--- src/rtl/bft_pkg.sv ---
// Shared BFT packet definitions.
// Packet layout (49 bits):
//   [48] valid, [47:44] leaf, [43:40] port, [39:33] seq, [32] ctrl, [31:0] payload.
// Data packets carry ctrl=0. Credit packets carry ctrl=1, and payload[7:0] holds
// the number of credits being returned.
package bft_pkg;

  localparam int PACKET_BITS  = 49;
  localparam int PAYLOAD_BITS = 32;
  localparam int LEAF_BITS    = 4;
  localparam int PORT_BITS    = 4;
  localparam int SEQ_BITS     = 7;
  localparam int CREDIT_BITS  = 8;

  localparam int VALID_POS = 48;
  localparam int PORT_LSB  = 40;
  localparam int CTRL_POS  = 32;

  localparam logic CTRL_DATA   = 1'b0;
  localparam logic CTRL_CREDIT = 1'b1;

  typedef logic [PACKET_BITS-1:0] packet_t;

  // Staging FIFO entry: 40 bits = leaf + port + payload.
  typedef struct packed {
    logic [LEAF_BITS-1:0]    leaf;
    logic [PORT_BITS-1:0]    port;
    logic [PAYLOAD_BITS-1:0] payload;
  } fifo_entry_t;

  function automatic packet_t make_packet(
    input logic [LEAF_BITS-1:0]    leaf,
    input logic [PORT_BITS-1:0]    port,
    input logic [SEQ_BITS-1:0]     seq,
    input logic                    ctrl,
    input logic [PAYLOAD_BITS-1:0] payload
  );
    return {1'b1, leaf, port, seq, ctrl, payload};
  endfunction

endpackage

--- src/rtl/sync_fifo.sv ---
// Synchronous FIFO with registered full/empty flags.
// Ports:
//   clk, reset      clock, synchronous active-high reset (discards contents)
//   push, wdata     write request/data; ignored while full
//   pop             read request; ignored while empty
//   rdata           head-of-queue entry (valid when !empty)
//   full, empty     registered status flags
module sync_fifo #(
  parameter int WIDTH      = 40,
  parameter int DEPTH_BITS = 4
) (
  input  logic             clk,
  input  logic             reset,
  input  logic             push,
  input  logic [WIDTH-1:0] wdata,
  input  logic             pop,
  output logic [WIDTH-1:0] rdata,
  output logic             full,
  output logic             empty
);

  localparam int DEPTH = 1 << DEPTH_BITS;
  localparam logic [DEPTH_BITS:0] DEPTH_CNT = {1'b1, {DEPTH_BITS{1'b0}}};

  logic [WIDTH-1:0]      mem_q [DEPTH];
  logic [DEPTH_BITS-1:0] wr_ptr_q, wr_ptr_d;
  logic [DEPTH_BITS-1:0] rd_ptr_q, rd_ptr_d;
  logic [DEPTH_BITS:0]   count_q, count_d;
  logic                  full_q, full_d;
  logic                  empty_q, empty_d;
  logic                  do_push, do_pop;

  // A push at full is refused even if a pop happens in the same cycle.
  assign do_push = push & ~full_q;
  assign do_pop  = pop & ~empty_q;

  always_comb begin
    wr_ptr_d = wr_ptr_q;
    rd_ptr_d = rd_ptr_q;
    count_d  = count_q;
    if (do_push) wr_ptr_d = wr_ptr_q + 1'b1;
    if (do_pop)  rd_ptr_d = rd_ptr_q + 1'b1;
    case ({do_push, do_pop})
      2'b10:   count_d = count_q + 1'b1;
      2'b01:   count_d = count_q - 1'b1;
      default: count_d = count_q;
    endcase
    // Flags are precomputed from the next count so they come straight off flops.
    full_d  = (count_d == DEPTH_CNT);
    empty_d = (count_d == '0);
  end

  always_ff @(posedge clk) begin
    if (reset) begin
      wr_ptr_q <= '0;
      rd_ptr_q <= '0;
      count_q  <= '0;
      full_q   <= 1'b0;
      empty_q  <= 1'b1;
    end else begin
      wr_ptr_q <= wr_ptr_d;
      rd_ptr_q <= rd_ptr_d;
      count_q  <= count_d;
      full_q   <= full_d;
      empty_q  <= empty_d;
    end
  end

  // Storage needs no reset: the pointers define what is valid.
  always_ff @(posedge clk) begin
    if (do_push) mem_q[wr_ptr_q] <= wdata;
  end

  assign rdata = mem_q[rd_ptr_q];
  assign full  = full_q;
  assign empty = empty_q;

endmodule

--- src/rtl/leaf_stream_packetizer.sv ---
// User-to-network send path for one leaf output port.
// Accepts 32-bit words on an ap_vld/ap_ack stream, stages them in a 16-deep FIFO
// and emits 49-bit BFT data packets, gated by credits returned in freespace
// packets arriving on din_leaf_bft2interface.
// Ports:
//   clk, reset                 clock, synchronous active-high reset
//   din_leaf_user2interface    user payload word
//   vld_user2interface         payload valid (ap_vld)
//   ack_interface2user         payload accepted this cycle (ap_ack, combinational)
//   dest_leaf, dest_port       destination, sampled with each accepted word
//   din_leaf_bft2interface     incoming packets; only credit updates for SRC_PORT are used
//   dout_leaf_interface2bft    outgoing packet, registered
//   resend                     single-cycle request to re-emit the last data packet
//   credits                    current credit count
module leaf_stream_packetizer
  import bft_pkg::*;
#(
  parameter int PACKET_BITS     = 49,
  parameter int PAYLOAD_BITS    = 32,
  parameter int NUM_LEAF_BITS   = 4,
  parameter int NUM_PORT_BITS   = 4,
  parameter int NUM_ADDR_BITS   = 7,
  parameter int FIFO_DEPTH_BITS = 4,
  parameter int SRC_PORT        = 1
) (
  input  logic                     clk,
  input  logic                     reset,
  input  logic [PAYLOAD_BITS-1:0]  din_leaf_user2interface,
  input  logic                     vld_user2interface,
  output logic                     ack_interface2user,
  input  logic [NUM_LEAF_BITS-1:0] dest_leaf,
  input  logic [NUM_PORT_BITS-1:0] dest_port,
  input  logic [PACKET_BITS-1:0]   din_leaf_bft2interface,
  output logic [PACKET_BITS-1:0]   dout_leaf_interface2bft,
  input  logic                     resend,
  output logic [CREDIT_BITS-1:0]   credits
);

  localparam logic [CREDIT_BITS-1:0]   CREDIT_INIT = CREDIT_BITS'(2 ** NUM_ADDR_BITS);
  localparam logic [NUM_PORT_BITS-1:0] MY_PORT     = NUM_PORT_BITS'(SRC_PORT);
  localparam logic [CREDIT_BITS+1:0]   CREDIT_MAX  = {2'b00, {CREDIT_BITS{1'b1}}};

  fifo_entry_t                wr_entry, rd_entry;
  logic                       fifo_full, fifo_empty;
  logic                       emit, resend_eff, credit_hit;
  logic [CREDIT_BITS-1:0]     credit_n;
  logic [CREDIT_BITS+1:0]     credit_sum;

  logic [NUM_ADDR_BITS-1:0]   seq_q, seq_d;
  logic [CREDIT_BITS-1:0]     credits_q, credits_d;
  packet_t                    dout_q, dout_d;
  packet_t                    last_q, last_d;
  logic                       sent_q, sent_d;

  logic                       unused_din_bits;

  assign ack_interface2user = vld_user2interface & ~fifo_full & ~reset;
  assign wr_entry = '{leaf: dest_leaf, port: dest_port, payload: din_leaf_user2interface};

  sync_fifo #(
    .WIDTH      ($bits(fifo_entry_t)),
    .DEPTH_BITS (FIFO_DEPTH_BITS)
  ) u_fifo (
    .clk   (clk),
    .reset (reset),
    .push  (ack_interface2user),
    .wdata (wr_entry),
    .pop   (emit),
    .rdata (rd_entry),
    .full  (fifo_full),
    .empty (fifo_empty)
  );

  // Credit updates: valid, ctrl=1 and addressed to this port.
  assign credit_hit = din_leaf_bft2interface[VALID_POS]
                    & (din_leaf_bft2interface[CTRL_POS] == CTRL_CREDIT)
                    & (din_leaf_bft2interface[PORT_LSB +: NUM_PORT_BITS] == MY_PORT);
  assign credit_n   = credit_hit ? din_leaf_bft2interface[CREDIT_BITS-1:0] : '0;

  // Resend before anything was sent has nothing to replay, so it is dropped
  // and does not block a normal emit.
  assign resend_eff = resend & sent_q;
  assign emit       = ~fifo_empty & (credits_q != '0) & ~resend_eff;

  // credits never underflows here: emit implies credits_q >= 1.
  assign credit_sum = {2'b00, credits_q} - {{(CREDIT_BITS+1){1'b0}}, emit}
                    + {2'b00, credit_n};

  always_comb begin
    seq_d     = seq_q;
    last_d    = last_q;
    sent_d    = sent_q;
    dout_d    = '0;
    credits_d = (credit_sum > CREDIT_MAX) ? CREDIT_MAX[CREDIT_BITS-1:0]
                                          : credit_sum[CREDIT_BITS-1:0];
    if (resend_eff) begin
      dout_d = last_q;
    end else if (emit) begin
      dout_d = make_packet(rd_entry.leaf, rd_entry.port, seq_q, CTRL_DATA, rd_entry.payload);
      last_d = dout_d;
      sent_d = 1'b1;
      seq_d  = seq_q + 1'b1;
    end
  end

  always_ff @(posedge clk) begin
    if (reset) begin
      seq_q     <= '0;
      credits_q <= CREDIT_INIT;
      dout_q    <= '0;
      last_q    <= '0;
      sent_q    <= 1'b0;
    end else begin
      seq_q     <= seq_d;
      credits_q <= credits_d;
      dout_q    <= dout_d;
      last_q    <= last_d;
      sent_q    <= sent_d;
    end
  end

  assign dout_leaf_interface2bft = dout_q;
  assign credits                 = credits_q;

  // Leaf, seq and upper payload bits of incoming packets play no role on the send side.
  assign unused_din_bits = ^{din_leaf_bft2interface[PACKET_BITS-2:PORT_LSB+NUM_PORT_BITS],
                             din_leaf_bft2interface[PORT_LSB-1:CTRL_POS+1],
                             din_leaf_bft2interface[CTRL_POS-1:CREDIT_BITS]};

endmodule
--- config.mk ---
export PLATFORM = sky130hd
export DESIGN_NAME = leaf_stream_packetizer
export DESIGN_NICKNAME = d
export VERILOG_FILES = /design/src/rtl/bft_pkg.sv /design/src/rtl/sync_fifo.sv /design/src/rtl/leaf_stream_packetizer.sv
export SDC_FILE = /design/constraint.sdc
export NUM_CORES = 1
export LEC_CHECK = 0
export CORE_ASPECT_RATIO = 0.9
export CORE_MARGIN = 4
export CORE_UTILIZATION = 57
export CTS_CLUSTER_SIZE = 25
export DETAILED_ROUTE_END_ITERATION = 10
export DONT_BUFFER_PORTS = 1
export PLACE_DENSITY = 0.77
export SKIP_CTS_REPAIR_TIMING = 1
export SLEW_MARGIN = 25
export SYNTH_ARGS = -nofsm -noshare
export SYNTH_HDL_FRONTEND = slang
export SYNTH_HIERARCHICAL = 1
export SYNTH_SLANG_ARGS = --single-unit
--- constraint.sdc ---
create_clock -name clk -period 5.73 [get_ports clk]
set_input_delay 1.719 -clock clk [delete_from_list [all_inputs] [get_ports clk]]
set_output_delay 1.719 -clock clk [all_outputs]
set_load 0.05 [all_outputs]
==> results of run 1 <==
[sequential cells by signal, indices dropped and copies added, names as in the netlist, named ones only]
register	flops
last_q	47
dout_leaf_interface2bft	48
u_fifo/mem_q	640
sent_q	1
u_fifo/count_q	5
seq_q	7
u_fifo/rd_ptr_q	4
credits	8
u_fifo/full	1
u_fifo/empty	1
u_fifo/wr_ptr_q	4
[worst min-delay path by stage]
stage | from | end | slack [ns]
after floorplan | sent_q$_SDFFE_PP0P_ | sent_q$_SDFFE_PP0P_ | 0.43
after global placement | last_q[9]$_SDFFE_PP0P_ | dout_leaf_interface2bft[9]$_SDFF_PP0_ | 0.44
after detailed placement | last_q[13]$_SDFFE_PP0P_ | last_q[13]$_SDFFE_PP0P_ | 0.44
after CTS | last_q[15]$_SDFFE_PP0P_ | last_q[15]$_SDFFE_PP0P_ | 0.45
after global routing | last_q[37]$_SDFFE_PP0P_ | dout_leaf_interface2bft[37]$_SDFF_PP0_ | 0.46
final | last_q[37]$_SDFFE_PP0P_ | last_q[37]$_SDFFE_PP0P_ | 0.45
[per-layer routing]
layer,vias to the layer above,part of all wire
li1,6048,-
met1,7548,0.39
met2,790,0.49
met3,119,0.092
met4,0,0.025
met5,-,0
[stage by stage]
step	instance area (um2)	utilization	setup WS (ns)	power, uW	instances
2_1_floorplan	29300	-	-0.134	7460	1501
3_3_place_gp	30200	0.597	1.11	7660	2132
3_5_place_dp	30200	0.597	1.05	7690	2132
4_1_cts	32500	0.642	1.58	12300	2266
5_1_grt	32500	0.642	1.24	12600	2266
6_report	32500	0.642	1.60	12200	2267
[logic make-up (layout without fill, tap and decap cells)]
group / after synthesis / after routing
AND/OR/NAND/NOR: 247 / 247
multiplexers: 201 / 201
other: 1 / 2
buffers and inverters: 92 / 177
AO/OA/AOI/OAI: 140 / 140
XOR/XNOR: 30 / 30
flip-flops: 770 / 770
adder cells (fa/ha/maj): 20 / 20
[placed cells by master, fill, tap and decap left out, types with 18 or more instances in the layout]
cell type / instances
edfxtp_1: 640
mux4_2: 182
nand2_1: 158
dfxtp_1: 126
a21oi_1: 114
clkbuf_16: 74
nor2_1: 29
buf_4: 22
ha_1: 19
xor2_1: 18
mux4_1: 18
[cell type report]
class,count,area (um2),share of cell area
diodes,1,2.50,0.0000771
clock buffers,90,1960,0.0603
clock inverters,44,325,0.0100
inverters,10,37.5,0.00116
multi-input cells,639,7080,0.218
flip-flops and latches,770,21800,0.673
well taps,680,851,0.0262
repair buffers,33,377,0.0116
[worst max-delay path, cell delays in order]
cell     delay, ns
nor3b_2       0.20
nor2b_1       0.74
nand2_1       0.44
nor2_4        0.82
buf_4         0.42
[power by group through the flow]
stage | clock, uW | combinational [uW] | sequential (uW)
finish | 4610 | 1020 | 6570
CTS | 4690 | 1020 | 6570
global route | 4930 | 1110 | 6590
global placement | 0 | 983 | 6680
floorplan | 0 | 844 | 6620
detailed placement | 0 | 1000 | 6690
==> out/metrics.cfg, run 1 <==
[die]
die_x_um=247
fp.dieH_um=223
dieArea_um2=55000
ioPinCount=151
start_util=0.578
num_rows=78
coreArea_um2=50600

[detailed_routing]
drc=0
routed_wl_mm=64.4
viasPerCell=6.40
wl_per_cell_um=28.4
drt_iter0_drc=1663
firstDrtPassIters=5
ant_nets=0
vias=14505

[sta]
whs_ns=0.453
tns_ns=0
max_slew_margin=0.374
grt_setup_unrepaired=no
final_max_slew_viol_count=0
fin_crit_ns=4.13
finalSetupViolCount=0
skew_ns=0.0275
period_share=0.721
finalHoldViolations=0
max_freq_mhz=242
worst_pin_slew_ns=0.937

[global_route]
grtUsageTotal=0.237
busiest_layer=met2
grt_pass1_wl_mm=95.2
grt_use_met3=0.0559
gr-total-overflow=0
antenna_found_initial=1
grt_max_degree=132
grt_util_met1=0.336
use_met2=0.376
grt_pass1_vias=14597

[yosys]
synth_nets=1614
synth_top_area_share=0.657
synth_cells=1501
synthSimpleGateAreaFrac=0.0365
synth_ff_type=edfxtp_1
synthArstFlopShare=0
synth_area_um2=29200
ys_ff_latch=770
synth_area_leaders=edfxtp_1, mux4_2, dfxtp_1
yosysWarnings=6
synth_top_family_by_area=multiplexers
synth_edf_count=640
synth_fa_ha_area_frac=0.00882
yosysMostFrequentCell=edfxtp_1
synth_xor_area_frac=0.00899
avgSynthCellArea_um2=19.5
synth_common_cells=edfxtp_1, mux4_2, nand2_1, dfxtp_1, a21oi_1
synth-compound-area-share=0.0261
synth_area_leader_cell=edfxtp_1
synth_mux_area_frac=0.157
ys_seq_area_frac=0.746
synth_cell_types=52

[power_and_ir_drop]
seqPwrFrac=0.539
pwr-share-comb=0.083
p_clk_frac=0.378
p_int_uw=9220
power.density_nw_per_um2=376
net-switching-power_uw=2980
leakagePower_uw=0.0100
irDropWorstVdd_v=0.000256
swShare=0.244

[final_layout]
area_growth_syn_to_layout_pct=11.0
drive_above_1_share=0.223
fillerInstances=3316
nNetsFinal=1640

[setup_path]
cp.arrival_ns=4.41
timing.rr.start=credits[4]$_SDFF_PP0_
crit_required_ns=6.01
setup.worst_path.end=u_fifo/mem_q[14][12]$_DFFE_PP_
crit_path_start=reset
r2r_slack_ns=1.61
path_max_fanout=131
worstSetupEndpointType=flip-flop
path_class=primary input to flip-flop
worst_r2r_path_depth=14
start_kind=primary input
r2r_end=credits[7]$_SDFF_PP1_

[clock_network]
path_clk_slew_ns=0.06
cts.htree.levels=3
cts_root_buffer=clkbuf_16
clock-sinks=770
cts_tree=done
clock_path_buffers=3
cts_made_buffers=73
insertion_delay_ns=0.62

[placed_design]
gp_congestion=0.790
io_buffers=0
dp_hpwl_mm=32.0

[worst_hold_path]
hold_path_class=flip-flop to flip-flop
worstHoldPathCells=2

[run]
maxCapViolCount=0

[status]
outcome=completed

Note: power is estimated with default switching activity, not from simulation.
==> inputs of run 2 (changes only) <==
--- a/config.mk
+++ b/config.mk
@@ -7,11 +7,11 @@
 export LEC_CHECK = 0
 export CORE_ASPECT_RATIO = 0.9
 export CORE_MARGIN = 4
-export CORE_UTILIZATION = 57
+export CORE_UTILIZATION = 63
 export CTS_CLUSTER_SIZE = 25
 export DETAILED_ROUTE_END_ITERATION = 10
 export DONT_BUFFER_PORTS = 1
-export PLACE_DENSITY = 0.77
+export PLACE_DENSITY = 0.81
 export SKIP_CTS_REPAIR_TIMING = 1
 export SLEW_MARGIN = 25
 export SYNTH_ARGS = -nofsm -noshare
==> constraint.sdc (replaced) <==
create_clock -name clk -period 3.9 [get_ports clk]
set_input_delay 1.17 -clock clk [delete_from_list [all_inputs] [get_ports clk]]
set_output_delay 1.17 -clock clk [all_outputs]
set_load 0.05 [all_outputs]
==> run 2 against run 1 <==
Non-clock buffer count grew 23. Combinational power grew 75%. Largest power group unchanged. First-iteration DRC count grew 23%. Critical path depth grew 9. Core utilization grew 7.6 points. Worst hold slack gained 0.00082 ns.
==> out/metrics.cfg, run 2 (synthesis results as in run 1) <==
[status]
outcome=completed  ; unchanged

[power_and_ir_drop]
irDropWorstVdd_v=0.000373  ; was 0.000256 V
p_int_uw=14100  ; was 9220 uW
swShare=0.240  ; was 0.244
seqPwrFrac=0.513  ; was 0.539
net-switching-power_uw=4440  ; was 2980 uW
leakagePower_uw=0.0102  ; was 0.0100 uW
pwr-share-comb=0.097  ; was 0.083
power.density_nw_per_um2=565  ; was 376 nW/um2
p_clk_frac=0.391  ; was 0.378

[sta]
skew_ns=0.0248  ; was 0.0275 ns
max_freq_mhz=285
grt_setup_unrepaired=no  ; unchanged
whs_ns=0.454  ; was 0.453 ns
period_share=0.900
fin_crit_ns=3.51
worst_pin_slew_ns=0.798  ; was 0.937 ns
max_slew_margin=0.468  ; was 0.374
finalHoldViolations=0  ; unchanged
final_max_slew_viol_count=0  ; unchanged
finalSetupViolCount=0  ; unchanged

[setup_path]
r2r_slack_ns=0.39  ; was 1.61 ns
path_class=flip-flop to flip-flop  ; was primary input to flip-flop
max_stage_delay_ns=0.38  ; was 0.82 ns
cp.arrival_ns=4.04  ; was 4.41 ns
worstPathCellList=nor3_1, a31oi_1, nand2b_4, inv_4, buf_4, nand2b_1, clkinv_1, nand2_1, xnor2_1, ha_1, nor3b_1, or3b_1, a22oi_1, and4bb_1  ; was nor3b_2, nor2b_1, nand2_1, nor2_4, buf_4
r2r_end=u_fifo/full$_SDFF_PP0_  ; was credits[7]$_SDFF_PP1_
crit_required_ns=4.43  ; was 6.01 ns
worst_r2r_path_depth=14  ; unchanged
path_max_fanout=12  ; was 131
start_kind=flip-flop  ; was primary input
timing.rr.start=credits[6]$_SDFF_PP0_  ; was credits[4]$_SDFF_PP0_
crit_path_start=credits[6]$_SDFF_PP0_  ; was reset
worstSetupEndpointType=flip-flop  ; unchanged
cp_slowest_cell=or3b_1  ; was nor2_4

[placed_design]
gp_congestion=0.807  ; was 0.790
dp_hpwl_mm=34.0  ; was 32.0 mm
io_buffers=0  ; unchanged

[clock_network]
cts.htree.levels=3  ; unchanged
cts_made_buffers=73  ; unchanged
cts_tree=done  ; unchanged
insertion_delay_ns=0.60  ; was 0.62 ns
clock_path_buffers=3  ; unchanged
cts_root_buffer=clkbuf_16  ; unchanged
clock-sinks=770  ; unchanged
path_clk_slew_ns=0.06  ; about the same

[final_layout]
post-route-util=0.718  ; was 0.642
regMostFlops=u_fifo/mem_q  ; unchanged
nNetsFinal=1663  ; was 1640
largest_reg_flops=640  ; unchanged
fillerInstances=2488  ; was 3316
final_common_cell=edfxtp_1  ; unchanged
final_cell_mix=edfxtp_1, mux4_2, nand2_1  ; unchanged
diodes=0  ; was 1
area_growth_syn_to_layout_pct=12.1  ; was 11.0%
drive_above_1_share=0.231  ; was 0.223

[detailed_routing]
drc=0  ; unchanged
routed_wl_mm=69.4  ; was 64.4 mm
ant_nets=0  ; unchanged
firstDrtPassIters=5  ; unchanged
drt_iter0_drc=2043  ; was 1663
vias=15042  ; was 14505
wl_per_cell_um=31.3  ; was 28.4 um
viasPerCell=6.78  ; was 6.40

[die]
ioPinCount=151  ; unchanged
fp.dieH_um=212  ; was 223 um
coreArea_um2=45600  ; was 50600 um2
num_rows=74  ; was 78
dieArea_um2=49900  ; was 55000 um2
die_x_um=235  ; was 247 um
start_util=0.641  ; was 0.578

[global_route]
gr-total-overflow=0  ; unchanged
grt_max_degree=132  ; unchanged
grt_pass1_vias=15664  ; was 14597
grt_pass1_wl_mm=103  ; was 95.2 mm
grtUsageTotal=0.282  ; was 0.237
antenna_found_initial=2  ; was 1

[worst_hold_path]
hold_path_class=flip-flop to flip-flop  ; unchanged
worstHoldPathCells=2  ; unchanged
min-delay-start=last_q[38]$_SDFFE_PP0P_  ; was last_q[37]$_SDFFE_PP0P_
hold_path_end=last_q[38]$_SDFFE_PP0P_  ; was last_q[37]$_SDFFE_PP0P_

[run]
maxCapViolCount=0  ; unchanged

[run 2: metrics by stage]
step	cell area, um2	power [uW]	instances	TNS, ns	worst slack [ns]
2_1_floorplan	29400	11000	1501	-5.06	-0.0444
3_3_place_gp	30300	11300	2082	0	0.0712
3_5_place_dp	30300	11400	2082	-0.0216	-0.0216
4_1_cts	32800	18600	2217	0	0.453
5_1_grt	32800	19100	2218	0	0.162
6_report	32800	18500	2218	0	0.391
[run 2: final cells by class]
type,instances,area (um2),area share
well taps,608,761,0.0232
flip-flops and latches,770,21800,0.666
clock inverters,31,300,0.00916
multi-input cells,639,7110,0.217
clock buffers,104,2130,0.0650
inverters,10,40.0,0.00122
repair buffers,56,616,0.0188
[run 2: power by group through the flow]
stage	registers, uW	clock network [uW]	logic [uW]
after floorplan	9730	0	1260
after global placement	9630	0	1680
after detailed placement	9650	0	1740
after CTS	9490	7310	1790
after global routing	9510	7660	1920
final	9490	7230	1790
[run 2: worst max path at each step]
stage                              endpoint  cells after the start
5_1_grt              u_fifo/full$_SDFF_PP0_                     14
3_3_place_gp          credits[6]$_SDFF_PP0_                     13
3_5_place_dp          credits[1]$_SDFF_PP0_                     13
6_report             u_fifo/full$_SDFF_PP0_                     14
2_1_floorplan  u_fifo/mem_q[0][0]$_DFFE_PP_                      6
4_1_cts              u_fifo/full$_SDFF_PP0_                     14
[run 2: metal layers]
metal / global-route usage / wire length [um] / vias to the layer above
met4: 0.0853 / 2110 / 2
met1: 0.366 / 24400 / 7775
met2: 0.491 / 36300 / 998
li1: - / - / 6092
met5: 0 / 13 / -
met3: 0.0591 / 6650 / 175
[run 2: worst max-delay path, delay by kind of cell (launching register included)]
kind | cells | cell delay [ns]
adder cells (fa/ha/maj) | 1 | 0.26
flip-flops | 1 | 0.31
buffers and inverters | 3 | 0.47
AO/OA/AOI/OAI | 2 | 0.51
XOR/XNOR | 1 | 0.14
AND/OR/NAND/NOR | 7 | 1.76
==> inputs of run 3 (changes only) <==
--- a/config.mk
+++ b/config.mk
@@ -11,7 +11,7 @@
 export CTS_CLUSTER_SIZE = 25
 export DETAILED_ROUTE_END_ITERATION = 10
 export DONT_BUFFER_PORTS = 1
-export PLACE_DENSITY = 0.81
+export PLACE_DENSITY = 0.79
 export SKIP_CTS_REPAIR_TIMING = 1
 export SLEW_MARGIN = 25
 export SYNTH_ARGS = -nofsm -noshare
==> run 3 against run 2 <==
Worst hold slack got worse by 0.0042 ns. Routed wire length decreased by 5.7%. Clock skew decreased by 0.0036 ns. Final area decreased by 0.49%. Critical path depth decreased by 1. Die area unchanged. Final cell count increased by 0.18%. Critical endpoint is now credits[4]$_SDFF_PP0_. Power decreased by 2.2%. Via count decreased by 2.1%. Flip-flop and latch count unchanged.
==> out/metrics.cfg, run 3 (synthesis results as in run 1) <==
[detailed_routing]
drt_iter0_drc=1696  ; was 2043
viasPerCell=6.62  ; was 6.78
routed_wl_mm=65.5  ; was 69.4 mm
drc=0  ; unchanged
vias=14719  ; was 15042
firstDrtPassIters=5  ; unchanged
wl_per_cell_um=29.5  ; was 31.3 um
ant_nets=0  ; unchanged

[final_layout]
largest_reg_flops=640  ; unchanged
post-route-util=0.715  ; was 0.718
multi_input_area_um2=7110  ; unchanged
final_common_cell=edfxtp_1  ; unchanged
nNetsFinal=1669  ; was 1663
fillerInstances=2590  ; was 2488
ff_latch_area_um2=21800  ; about the same
area_growth_syn_to_layout_pct=11.6  ; was 12.1%
regMostFlops=u_fifo/mem_q  ; unchanged
diodes=0  ; unchanged
drive_above_1_share=0.240  ; was 0.231
design_area_um2=32600  ; was 32800 um2
final_cell_mix=edfxtp_1, mux4_2, nand2_1  ; unchanged

[global_route]
grt_pass1_vias=15141  ; was 15664
grtUsageTotal=0.267  ; was 0.282
gr-total-overflow=0  ; unchanged
grt_max_degree=132  ; unchanged
grt_pass1_wl_mm=97.9  ; was 103 mm
antenna_found_initial=1  ; was 2

[setup_path]
path_class=primary input to flip-flop  ; was flip-flop to flip-flop
worstSetupEndpointType=flip-flop  ; unchanged
worstPathCellList=and2_2, nand2b_4, inv_4, ha_1, or4b_4, nor3_2, xor2_1, ha_1, a2111oi_0, o21ai_0, a21oi_1, o21bai_4, a21oi_1  ; was nor3_1, a31oi_1, nand2b_4, inv_4, buf_4, nand2b_1, clkinv_1, nand2_1, xnor2_1, ha_1, nor3b_1, or3b_1, a22oi_1, and4bb_1
critical_path_buf_inv_count=1  ; was 3
cp.arrival_ns=3.79  ; was 4.04 ns
crit_family=compound AO/OA/AOI/OAI gates  ; was simple AND/OR/NAND/NOR gates
path_max_fanout=8  ; was 12
crit_required_ns=4.37  ; was 4.43 ns
start_kind=primary input  ; was flip-flop
max_stage_delay_ns=0.51  ; was 0.38 ns
cp_slowest_cell=or4b_4  ; was or3b_1

[die]
dieArea_um2=49900  ; unchanged
fp.dieH_um=212  ; unchanged
die_x_um=235  ; unchanged
num_rows=74  ; unchanged
ioPinCount=151  ; unchanged
coreArea_um2=45600  ; unchanged
start_util=0.641  ; unchanged

[placed_design]
dp_hpwl_mm=34.1  ; was 34.0 mm
gp_congestion=0.811  ; was 0.807
io_buffers=0  ; unchanged
place_area_um2=30300  ; about the same

[power_and_ir_drop]
irDropWorstVdd_v=0.000438  ; was 0.000373 V
power.density_nw_per_um2=555  ; was 565 nW/um2
leakagePower_uw=0.0102  ; about the same

[sta]
grt_setup_unrepaired=no  ; unchanged
fin_crit_ns=3.31  ; was 3.51 ns
skew_ns=0.0213  ; was 0.0248 ns
worst_pin_slew_ns=0.855  ; was 0.798 ns
final_max_slew_viol_count=0  ; unchanged
finalSetupViolCount=0  ; unchanged
tns_ns=0  ; unchanged
whs_ns=0.449  ; was 0.454 ns
max_freq_mhz=302  ; was 285 MHz
max_slew_margin=0.430  ; was 0.468
finalHoldViolations=0  ; unchanged
period_share=0.849  ; was 0.900

[clock_network]
path_clk_slew_ns=0.06  ; about the same
cts_tree=done  ; unchanged
clock-sinks=770  ; unchanged
insertion_delay_ns=0.61  ; was 0.60 ns
cts_made_buffers=73  ; unchanged
cts.htree.levels=3  ; unchanged
cts_root_buffer=clkbuf_16  ; unchanged
clock_path_buffers=3  ; unchanged

[run]
maxCapViolCount=0  ; unchanged

[worst_hold_path]
hold_path_class=flip-flop to flip-flop  ; unchanged

[status]
outcome=completed  ; unchanged

==> run 3: report_power, final <==
group / internal (uW) / switching (uW)
clock: 3890 / 3000
sequential: 9140 / 334
combinational: 709 / 1040
total: 13700 / 4370
==> run 3: layout make-up <==
type,instances,share of cell area
clock inverter,36,0.00993
sequential,770,0.669
clock buffer,97,0.0609
inverter,10,0.00123
tap,608,0.0233
multi-input combinational,639,0.218
timing repair buffer,62,0.0176
==> run 3: worst paths after layout <==
path                        endpoint  depth (start not counted)  slack (ns)                     from
max            credits[4]$_SDFF_PP0_                         13        0.59                   resend
min          last_q[45]$_SDFFE_PP0P_                          2        0.45  last_q[45]$_SDFFE_PP0P_
max reg2reg    credits[4]$_SDFF_PP0_                         14        0.59    credits[5]$_SDFF_PP0_
min reg2reg  last_q[45]$_SDFFE_PP0P_                          2        0.45  last_q[45]$_SDFFE_PP0P_
==> run 3: worst min-delay path, cell delays in order, from the launching register on <==
cell     delay [ns]
dfxtp_1        0.31
nand2_1        0.05
a21oi_1        0.05
==> run 3: metal layers <==
metal	vias up	wire, um	global-route usage	share of wire
met5	-	0	0	0
met4	0	2020	0.0841	0.031
met3	168	6580	0.0623	0.10
met2	890	33000	0.441	0.50
met1	7575	23900	0.365	0.37
li1	6086	-	-	-
==> run 3: per-stage QoR <==
step	setup WS, ns	power [uW]	cells
floorplan	-0.0444	11000	1501
global placement	0.103	11300	2088
detailed placement	-0.0156	11400	2089
CTS	0.574	18200	2222
global route	0.210	18700	2222
finish	0.588	18100	2222
